File: src/rtl/pwm_symbol_encoder_pkg.sv
// Shared definitions for the PWM symbol encoder: project-wide defaults for
// the symbol length, sample width and idle duty, plus the encoder state type.
package pwm_symbol_encoder_pkg;

  localparam int unsigned PWM_STEPS_DEFAULT    = 64;
  localparam int unsigned SAMPLE_WIDTH_DEFAULT = 8;
  localparam int unsigned IDLE_DUTY_DEFAULT    = PWM_STEPS_DEFAULT / 2;

  // PRIME: waiting for enough buffered samples; RUN: streaming samples.
  typedef enum logic {
    ST_PRIME = 1'b0,
    ST_RUN   = 1'b1
  } enc_state_e;

endpackage

File: src/rtl/pwm_symbol_encoder_sync_fifo.sv
// sync_fifo: single-clock first-word-fall-through FIFO.
// Ports:
//   clk, rst      clock and synchronous active-high reset
//   push, wdata   write request and data (ignored while full)
//   pop           read request (ignored while empty)
//   rdata         head entry, valid whenever !empty
//   full, empty   occupancy flags
//   count         current occupancy, $clog2(DEPTH)+1 bits
module sync_fifo #(
  parameter int unsigned WIDTH = 8,
  parameter int unsigned DEPTH = 8
) (
  input  logic                       clk,
  input  logic                       rst,
  input  logic                       push,
  input  logic [WIDTH-1:0]           wdata,
  input  logic                       pop,
  output logic [WIDTH-1:0]           rdata,
  output logic                       full,
  output logic                       empty,
  output logic [$clog2(DEPTH):0]     count
);

  localparam int unsigned PTR_W = $clog2(DEPTH);
  localparam int unsigned CNT_W = PTR_W + 1;

  logic [WIDTH-1:0] mem_q [DEPTH];
  logic [PTR_W-1:0] wr_ptr_q, wr_ptr_d;
  logic [PTR_W-1:0] rd_ptr_q, rd_ptr_d;
  logic [CNT_W-1:0] count_q, count_d;
  logic             do_push, do_pop;

  assign full  = (count_q == CNT_W'(DEPTH));
  assign empty = (count_q == '0);
  assign count = count_q;
  assign rdata = mem_q[rd_ptr_q];

  // Full refuses a push even when a pop happens in the same cycle.
  always_comb begin
    do_push  = push && !full;
    do_pop   = pop && !empty;
    // DEPTH is a power of two, so pointers wrap by natural overflow.
    wr_ptr_d = wr_ptr_q + PTR_W'(do_push);
    rd_ptr_d = rd_ptr_q + PTR_W'(do_pop);
    count_d  = count_q;
    case ({do_push, do_pop})
      2'b10:   count_d = count_q + CNT_W'(1);
      2'b01:   count_d = count_q - CNT_W'(1);
      default: count_d = count_q;
    endcase
  end

  always_ff @(posedge clk) begin
    if (rst) begin
      wr_ptr_q <= '0;
      rd_ptr_q <= '0;
      count_q  <= '0;
    end else begin
      wr_ptr_q <= wr_ptr_d;
      rd_ptr_q <= rd_ptr_d;
      count_q  <= count_d;
    end
  end

  // Storage carries data only and needs no reset.
  always_ff @(posedge clk) begin
    if (do_push) mem_q[wr_ptr_q] <= wdata;
  end

endmodule

File: src/rtl/pwm_symbol_encoder.sv
// pwm_symbol_encoder: buffers streamed audio samples and, on each symbol
// request from the PWM modulator, emits one MSB-first thermometer word.
// Ports:
//   clk, rst                  clock, synchronous active-high reset
//   s_data/s_valid/s_ready    sample input handshake
//   symb_req                  one-cycle request for the next symbol
//   symb_word, symb_duty      registered thermometer word and its duty count
//   symb_valid                pulse: symb_word/symb_duty updated this cycle
//   underrun, underrun_cnt    pulse and saturating count of starved requests
//   fill_level                current FIFO occupancy
module pwm_symbol_encoder
  import pwm_symbol_encoder_pkg::*;
#(
  parameter int unsigned AM_PWM_STEPS = PWM_STEPS_DEFAULT,
  parameter int unsigned SAMPLE_WIDTH = SAMPLE_WIDTH_DEFAULT,
  parameter int unsigned FIFO_DEPTH   = 8,
  parameter int unsigned PREFILL      = 4,
  parameter int unsigned IDLE_DUTY    = AM_PWM_STEPS / 2
) (
  input  logic                          clk,
  input  logic                          rst,
  input  logic [SAMPLE_WIDTH-1:0]       s_data,
  input  logic                          s_valid,
  output logic                          s_ready,
  input  logic                          symb_req,
  output logic [AM_PWM_STEPS-1:0]       symb_word,
  output logic [$clog2(AM_PWM_STEPS):0] symb_duty,
  output logic                          symb_valid,
  output logic                          underrun,
  output logic [15:0]                   underrun_cnt,
  output logic [$clog2(FIFO_DEPTH):0]   fill_level
);

  localparam int unsigned DUTY_W = $clog2(AM_PWM_STEPS);
  localparam int unsigned FILL_W = $clog2(FIFO_DEPTH) + 1;
  localparam logic [DUTY_W:0] IDLE_DUTY_V = (DUTY_W + 1)'(IDLE_DUTY);

  // Top 'duty' bits set: shifting an all-ones vector right by duty leaves
  // exactly the low bits that must be cleared.
  function automatic logic [AM_PWM_STEPS-1:0] thermo(input logic [DUTY_W:0] duty);
    return ~({AM_PWM_STEPS{1'b1}} >> duty);
  endfunction

  enc_state_e                state_q, state_d;
  logic [AM_PWM_STEPS-1:0]   symb_word_q, symb_word_d;
  logic [DUTY_W:0]           symb_duty_q, symb_duty_d;
  logic                      symb_valid_q, symb_valid_d;
  logic                      underrun_q, underrun_d;
  logic [15:0]               underrun_cnt_q, underrun_cnt_d;

  logic [SAMPLE_WIDTH-1:0]   fifo_rdata;
  logic                      fifo_full, fifo_empty, fifo_pop;
  logic [FILL_W-1:0]         fifo_count;
  logic [DUTY_W:0]           sample_duty;

  // Ready is held low during reset, otherwise it tracks "not full".
  assign s_ready     = !rst && !fifo_full;
  assign sample_duty = {1'b0, fifo_rdata[SAMPLE_WIDTH-1 -: DUTY_W]};

  sync_fifo #(
    .WIDTH (SAMPLE_WIDTH),
    .DEPTH (FIFO_DEPTH)
  ) u_fifo (
    .clk   (clk),
    .rst   (rst),
    .push  (s_valid && s_ready),
    .wdata (s_data),
    .pop   (fifo_pop),
    .rdata (fifo_rdata),
    .full  (fifo_full),
    .empty (fifo_empty),
    .count (fifo_count)
  );

  // State register together with the registered symbol outputs.
  always_ff @(posedge clk) begin
    if (rst) begin
      state_q        <= ST_PRIME;
      symb_word_q    <= thermo(IDLE_DUTY_V);
      symb_duty_q    <= IDLE_DUTY_V;
      symb_valid_q   <= 1'b0;
      underrun_q     <= 1'b0;
      underrun_cnt_q <= '0;
    end else begin
      state_q        <= state_d;
      symb_word_q    <= symb_word_d;
      symb_duty_q    <= symb_duty_d;
      symb_valid_q   <= symb_valid_d;
      underrun_q     <= underrun_d;
      underrun_cnt_q <= underrun_cnt_d;
    end
  end

  // Next state: prefill level is checked every cycle, not only on requests.
  always_comb begin
    state_d = state_q;
    case (state_q)
      ST_PRIME: if (fifo_count >= FILL_W'(PREFILL)) state_d = ST_RUN;
      ST_RUN:   if (symb_req && fifo_empty)        state_d = ST_PRIME;
      default:  state_d = ST_PRIME;
    endcase
  end

  // Outputs: every request yields a symbol; only RUN consumes samples.
  // No bypass path, so a same-cycle push into an empty FIFO cannot serve it.
  always_comb begin
    fifo_pop       = 1'b0;
    symb_valid_d   = 1'b0;
    underrun_d     = 1'b0;
    symb_word_d    = symb_word_q;
    symb_duty_d    = symb_duty_q;
    underrun_cnt_d = underrun_cnt_q;
    if (symb_req) begin
      symb_valid_d = 1'b1;
      symb_duty_d  = IDLE_DUTY_V;
      symb_word_d  = thermo(IDLE_DUTY_V);
      if (state_q == ST_RUN) begin
        if (!fifo_empty) begin
          fifo_pop    = 1'b1;
          symb_duty_d = sample_duty;
          symb_word_d = thermo(sample_duty);
        end else begin
          underrun_d = 1'b1;
          if (underrun_cnt_q != 16'hFFFF) underrun_cnt_d = underrun_cnt_q + 16'd1;
        end
      end
    end
  end

  assign symb_word    = symb_word_q;
  assign symb_duty    = symb_duty_q;
  assign symb_valid   = symb_valid_q;
  assign underrun     = underrun_q;
  assign underrun_cnt = underrun_cnt_q;
  assign fill_level   = fifo_count;

endmodule

File: config.mk
export PLATFORM = sky130hd
export DESIGN_NAME = pwm_symbol_encoder
export DESIGN_NICKNAME = d
export VERILOG_FILES = /design/src/rtl/pwm_symbol_encoder_pkg.sv /design/src/rtl/pwm_symbol_encoder_sync_fifo.sv /design/src/rtl/pwm_symbol_encoder.sv
export SDC_FILE = /design/constraint.sdc
export NUM_CORES = 1
export LEC_CHECK = 0
export ABC_AREA = 1
export CORE_ASPECT_RATIO = 0.9
export CORE_UTILIZATION = 43
export CTS_BUF_LIST = sky130_fd_sc_hd__clkbuf_4
export DETAILED_ROUTE_END_ITERATION = 16
export PLACE_DENSITY = 0.77
export SLEW_MARGIN = 20
export SYNTH_ARGS = -nofsm -noshare
export SYNTH_HDL_FRONTEND = slang
export SYNTH_SLANG_ARGS = --single-unit
File: constraint.sdc
create_clock -name clk -period 2.12 [get_ports clk]
set_clock_uncertainty 0.15 [all_clocks]
set_input_delay 0.53 -clock clk [delete_from_list [all_inputs] [get_ports clk]]
set_output_delay 0.53 -clock clk [all_outputs]
set_load 0.1 [all_outputs]
==> impl_metrics.ini, run 1 <==
[run_status]
run_status = complete, no violations

[worst_setup_path]
critical-path-slowest-cell = dfxtp_4
critical_path_arrival_ps = 1390
ff2ff_setup_slack_ps = 130
worstSetupPathType = reg -> out
rr_startpoint = u_fifo.rd_ptr_q[1]
crit-reg2reg-capture = symb_word[47]
timing.critical_path.required_ps = 1440
worst_setup_path_end_kind = output pin
critical_path.startpoint_type = register
cp_max_fanout = 3
timing.critical_path.slowest_cell_delay_ps = 360
critical_path.cell_chain = inv_1, a31oi_4, buf_12
r2r_cells = 9

[grt]
overflow = 0
aggregate_global_route_resource_usage_pct = 21.52
grt_max_degree = 36
antenna_found_initial = 0
global_route_wire_length_before_repair_mm = 26.54
grt_pass1_vias = 5426

[clocking]
clock_tree_from_tritoncts = built
num_clock_sinks = 145
path_clk_slew_ps = 130
h-tree-depth = 4
clk_lat_worst_skew_ps = 560
clockBufferDepth = 2
clockRootBuffer = clkbuf_4
cts-buffers-inserted = 17

[synth]
netlist_area_sq_um = 6550
synth_sequential_area_ratio_pct = 51.65
postSynthAreaPerCell_sq_um = 7.988
synth_area_leader_cell = dfxtp_1
synth.yosys.warnings = 0
post_synth_main_area_contributors = dfxtp_1 (30%), edfxtp_1 (22%), nand2_1 (13%)
synth_largest_type_area_fraction_pct = 29.65
synth_cells = 820
yosys.cell_types.count = 39
synth.ff_latch_count = 145

[drt]
vias = 5817
drt_first_iter_violations = 449
routed_via_density = 4.985
wire_per_inst_um = 14.22
ant_nets = 0
detail_route.first_pass.iterations = 5
dr_drc_count = 0
route.final.wire_length_mm = 16.59

[worst_hold_path]
timing.hold.worst_endpoint = symb_word[52]
hold_path.class = in -> reg
number_of_instances_on_the_worst_hold_path = 4
min-delay-start = rst

[floorplanning]
die_outline_height_um = 119.1
row_count = 42
core_area_sq_um = 14770
floorplan.die.width_um = 132.1
ios = 106
die_area_sq_um = 15730
floorplan.initialDensity_pct = 44.36

[sta]
slew_viol_final = 0
final.min_clock_period_ps = 2067
final.period_utilization_pct = 97.51
final_critical_path_setup_slack_ps = 52.89
finalHoldViolCount = 0
rsz_0062_raised_after_global_routing = yes
max_freq_mhz = 483.8
fin_tns_setup_ps = 0
hold_ws_ps = 292.2
setup_viols_final = 0

[power_and_ir_drop]
max-vdd-ir-drop_v = 0.0005676
cellPowerDensity_nw_per_um2 = 648.9
p_leak_nw = 4.014

[layout]
areaGrowthSynthToFinish_pct = 43.23
antenna-diode-count = 0
layout.nets = 975
drive_gt1_share_pct = 25.90
fillerInstances = 1131

[placement]
dpl.hpwl_mm = 12.03
preCtsSetupSlack_ps = -392.6
buffer_ports.inserted = 101
place.gp.congestion = 0.8736

[job]
max_cap_viol_count = 0
==> area by class of cell <==
cell class	count	area, sq um	share of cell area, %
clock inverter	13	168.9	1.800
clock buffer	18	135.1	1.440
multi-input combinational	537	2621	27.94
timing repair buffer	154	2387	25.45
timing repair inverter	1	7.507	0.08002
inverter	101	390.4	4.161
sequential	145	3423	36.49
tap	198	247.7	2.641
==> state kept, by name, summed over array words and instances, names as in the netlist, 3 cells and up <==
name and count:
u_fifo.count 4, symb_word 63, u_fifo.mem_q 48, underrun_cnt 16, symb_duty 5, u_fifo.rd_ptr_q 3, u_fifo.wr_ptr_q 3
==> placed cells by master (no fill, tap or decap), types with 6 or more instances in the layout <==
cell               n
dfxtp_4            8
a21oi_1           58
a21oi_2            9
edfxtp_1          48
nor2_2            11
clkdlybuf4s50_1    8
buf_12            97
nand2_1          220
nand4_1            7
xor2_1             6
dfxtp_1           81
dfxtp_2            8
nor2_1            68
inv_1             95
nand3_1           82
buf_4             48
nand2_2           18
o21ai_0           13
clkbuf_4          18
==> Yosys cell counts, drive strengths merged <==
master	n
buf	23
a31oi	1
o21ai	19
edfxtp	48
nand3b	3
dfxtp	97
ha	6
a22oi	1
nand4	7
nor2	83
a21oi	67
conb	1
o211ai	3
xor2	8
nand2	239
nor3	5
xnor2	4
nand3	85
inv	101
a21boi	1
and2	1
a21o	1
or2	1
clkbuf	15
==> cell families after synthesis <==
group / share of synthesized area (%)
flops: 51.65
buf+inv: 9.264
simple gates: 28.35
xor+xnor: 1.605
other cells: 0.05725
compound gates: 7.928
fa+ha+maj: 1.146
==> critical path, delay by kind of cell (launching register included) <==
family | cells | cell delay [ps]
AOI/OAI and AO/OA | 1 | 200
buffers and inverters | 2 | 270
DFF | 1 | 360
==> how the worst max path moves through the flow <==
stage	to	cells after the start	from
after floorplan	u_fifo.mem_q[4][2]	5	rst
after global placement	u_fifo.count[2]	11	symb_req
after detailed placement	u_fifo.count[2]	11	symb_req
after CTS	s_ready	3	u_fifo.count[2]
after global routing	s_ready	3	u_fifo.count[1]
final	s_ready	3	u_fifo.count[2]
==> power by group <==
group          switching [mW]  internal, mW  total (mW)
clock network           0.957         0.927        1.88
logic                   0.798         0.398        1.20
registers              0.0747          2.93        3.01
==> through the flow <==
step	utilization (%)	std cells	power, mW	area [sq um]
final	63.53	1167	6.088	9382
after global routing	63.53	1167	6.298	9382
after CTS	63.01	1162	6.107	9305
after detailed placement	60.85	1129	4.243	8986
after global placement	60.85	1129	4.227	8986
after floorplan	-	821	3.806	6625
==> routing by layer <==
metal	vias to the layer above	GRT usage [%]	routed length (um)
met3	35	4.896	1183
met5	-	0	0
met1	2680	26.17	6899
met4	0	9.811	435
met2	208	36.31	8073
li1	2894	-	-
==> what timing repair did <==
action / CTS / global route
hold buffers: 0 / 0
pin swaps: 1 / 1
setup buffers: 2 / 4
gates resized for setup: 0 / 12
endpoints found under the setup margin: 1 / 43
cloned: 0 / 1
Power figures use the tool's default switching activity.
==> run 2, diff against run 1 <==
--- a/config.mk
+++ b/config.mk
@@ -10,8 +10,7 @@
 export CORE_UTILIZATION = 43
 export CTS_BUF_LIST = sky130_fd_sc_hd__clkbuf_4
 export DETAILED_ROUTE_END_ITERATION = 16
-export PLACE_DENSITY = 0.77
-export SLEW_MARGIN = 20
+export PLACE_DENSITY = 0.74
 export SYNTH_ARGS = -nofsm -noshare
 export SYNTH_HDL_FRONTEND = slang
 export SYNTH_SLANG_ARGS = --single-unit
==> constraint.sdc (replaced) <==
create_clock -name clk -period 2.6 [get_ports clk]
set_clock_uncertainty 0.15 [all_clocks]
set_input_delay 0.65 -clock clk [delete_from_list [all_inputs] [get_ports clk]]
set_output_delay 0.65 -clock clk [all_outputs]
set_load 0.1 [all_outputs]
==> impl_metrics.ini, run 2 (same netlist as run 1, synthesis figures left out) <==
[placement]
buffer_ports.inserted = 101
place.gp.congestion = 0.8218
place.detailed.instances = 1114
dpl.hpwl_mm = 11.04

[drt]
ant_nets = 0
route.final.wire_length_mm = 15.28
detail_route.first_pass.iterations = 5
vias = 5608
drt_first_iter_violations = 404
wire_per_inst_um = 13.34
dr_drc_count = 0
routed_via_density = 4.894

[worst_setup_path]
crit-reg2reg-capture = symb_word[44]
critical_path.startpoint_type = register
ff2ff_setup_slack_ps = 400
timing.critical_path.required_ps = 1800
worstSetupPathType = reg -> out
rr_startpoint = u_fifo.rd_ptr_q[0]
critical_path_arrival_ps = 1440
r2r_cells = 11
worst_setup_path_end_kind = output pin
cp_max_fanout = 5

[worst_hold_path]
min-delay-start = symb_duty[3]
number_of_instances_on_the_worst_hold_path = 2
hold_path.class = reg -> reg
timing.hold.worst_endpoint = symb_duty[3]

[power_and_ir_drop]
max-vdd-ir-drop_v = 0.0002599
p_leak_nw = 3.488
total_power_after_layout_mw = 4.531
cellPowerDensity_nw_per_um2 = 573.9

[job]
max_cap_viol_count = 0

[sta]
hold_ws_ps = 324.5
tightest_slew_ps = 759.3
max_freq_mhz = 445.8
finalHoldViolCount = 0
final.min_clock_period_ps = 2243
relSlewSlack_pct = 49.38
rsz_0062_raised_after_global_routing = no
slew_viol_final = 0
setup_viols_final = 0
final.period_utilization_pct = 86.28

[grt]
grt_pass1_vias = 5080
overflow = 0
aggregate_global_route_resource_usage_pct = 19.95
grt_max_degree = 68
global_route_wire_length_before_repair_mm = 24.72
antenna_found_initial = 0

[floorplanning]
die_area_sq_um = 15730
core_area_sq_um = 14770
ios = 106
floorplan.initialDensity_pct = 44.36
floorplan.die.width_um = 132.1
die_outline_height_um = 119.1
row_count = 42

[layout]
final_cell_mix = nand2_1 (220), buf_4 (122), inv_1 (96)
largest_register_ffs = 63
most_frequent_standard_cell_in_the_layout_excluding_fill_and_tap_cells = nand2_1
drive_gt1_share_pct = 22.26
antenna-diode-count = 0
layout.nets = 953
final_util_pct = 53.47
layoutNonFillerInstCount = 1146
areaGrowthSynthToFinish_pct = 20.53

[clocking]
cts-buffers-inserted = 17
post_cts_resized = 0
num_clock_sinks = 145
clockRootBuffer = clkbuf_4
clockBufferDepth = 2
cts.hold.buffers_added = 0
clock_tree_from_tritoncts = built
clk_lat_worst_skew_ps = 530
h-tree-depth = 4
post_cts_setup_buffer_count = 0
path_clk_slew_ps = 130

[run_status]
run_status = complete, no violations
==> run 2: layout make-up <==
type	instances	area [sq um]
clock buffer	17	127.6
clock inverter	15	127.6
fill	1406	6872
inverter	101	384.1
multi-input combinational	537	2579
sequential	145	3388
tap	198	247.7
timing repair buffer	133	1041
==> run 2: power by group <==
part | internal, mW | total [mW] | switching (mW) | leakage (nW)
Combinational | 0.181 | 0.811 | 0.630 | 2.13
Sequential | 2.40 | 2.44 | 0.0397 | 1.22
Clock | 0.407 | 1.28 | 0.878 | 0.138
==> run 2: worst max path at each step <==
| stage | start | end | slack (ps) | depth (start not counted) |
|---|---|---|---|---|
| after floorplan | underrun_cnt[0] | underrun_cnt[0] | 70 | 11 |
| after detailed placement | symb_req | u_fifo.count[2] | -20 | 11 |
| after global routing | u_fifo.rd_ptr_q[1] | symb_word[33] | 240 | 11 |
| after CTS | u_fifo.count[2] | s_ready | 320 | 3 |
| after global placement | symb_req | u_fifo.count[2] | 40 | 11 |
| final | u_fifo.count[2] | s_ready | 360 | 3 |
==> run 2: per-stage QoR <==
step	setup slack [ps]	setup TNS [ps]	area, sq um
6_report	356.8	0	7895
5_1_grt	240.0	0	7895
4_1_cts	317.5	0	7895
3_5_place_dp	-15.80	-15.80	7640
3_3_place_gp	37.21	0	7640
2_1_floorplan	68.82	0	6574
==> run 2: worst max-delay path, cell delays in order (launching register included) <==
cell and delay, ps:
dfxtp_2 400, inv_1 100, a31oi_4 210, buf_12 190
==> run 2: metal layers <==
metal / track usage [%] / wire length, um
met5: 0 / 0
met4: 8.067 / 293
met3: 4.683 / 989
met2: 32.54 / 7190
met1: 25.46 / 6809
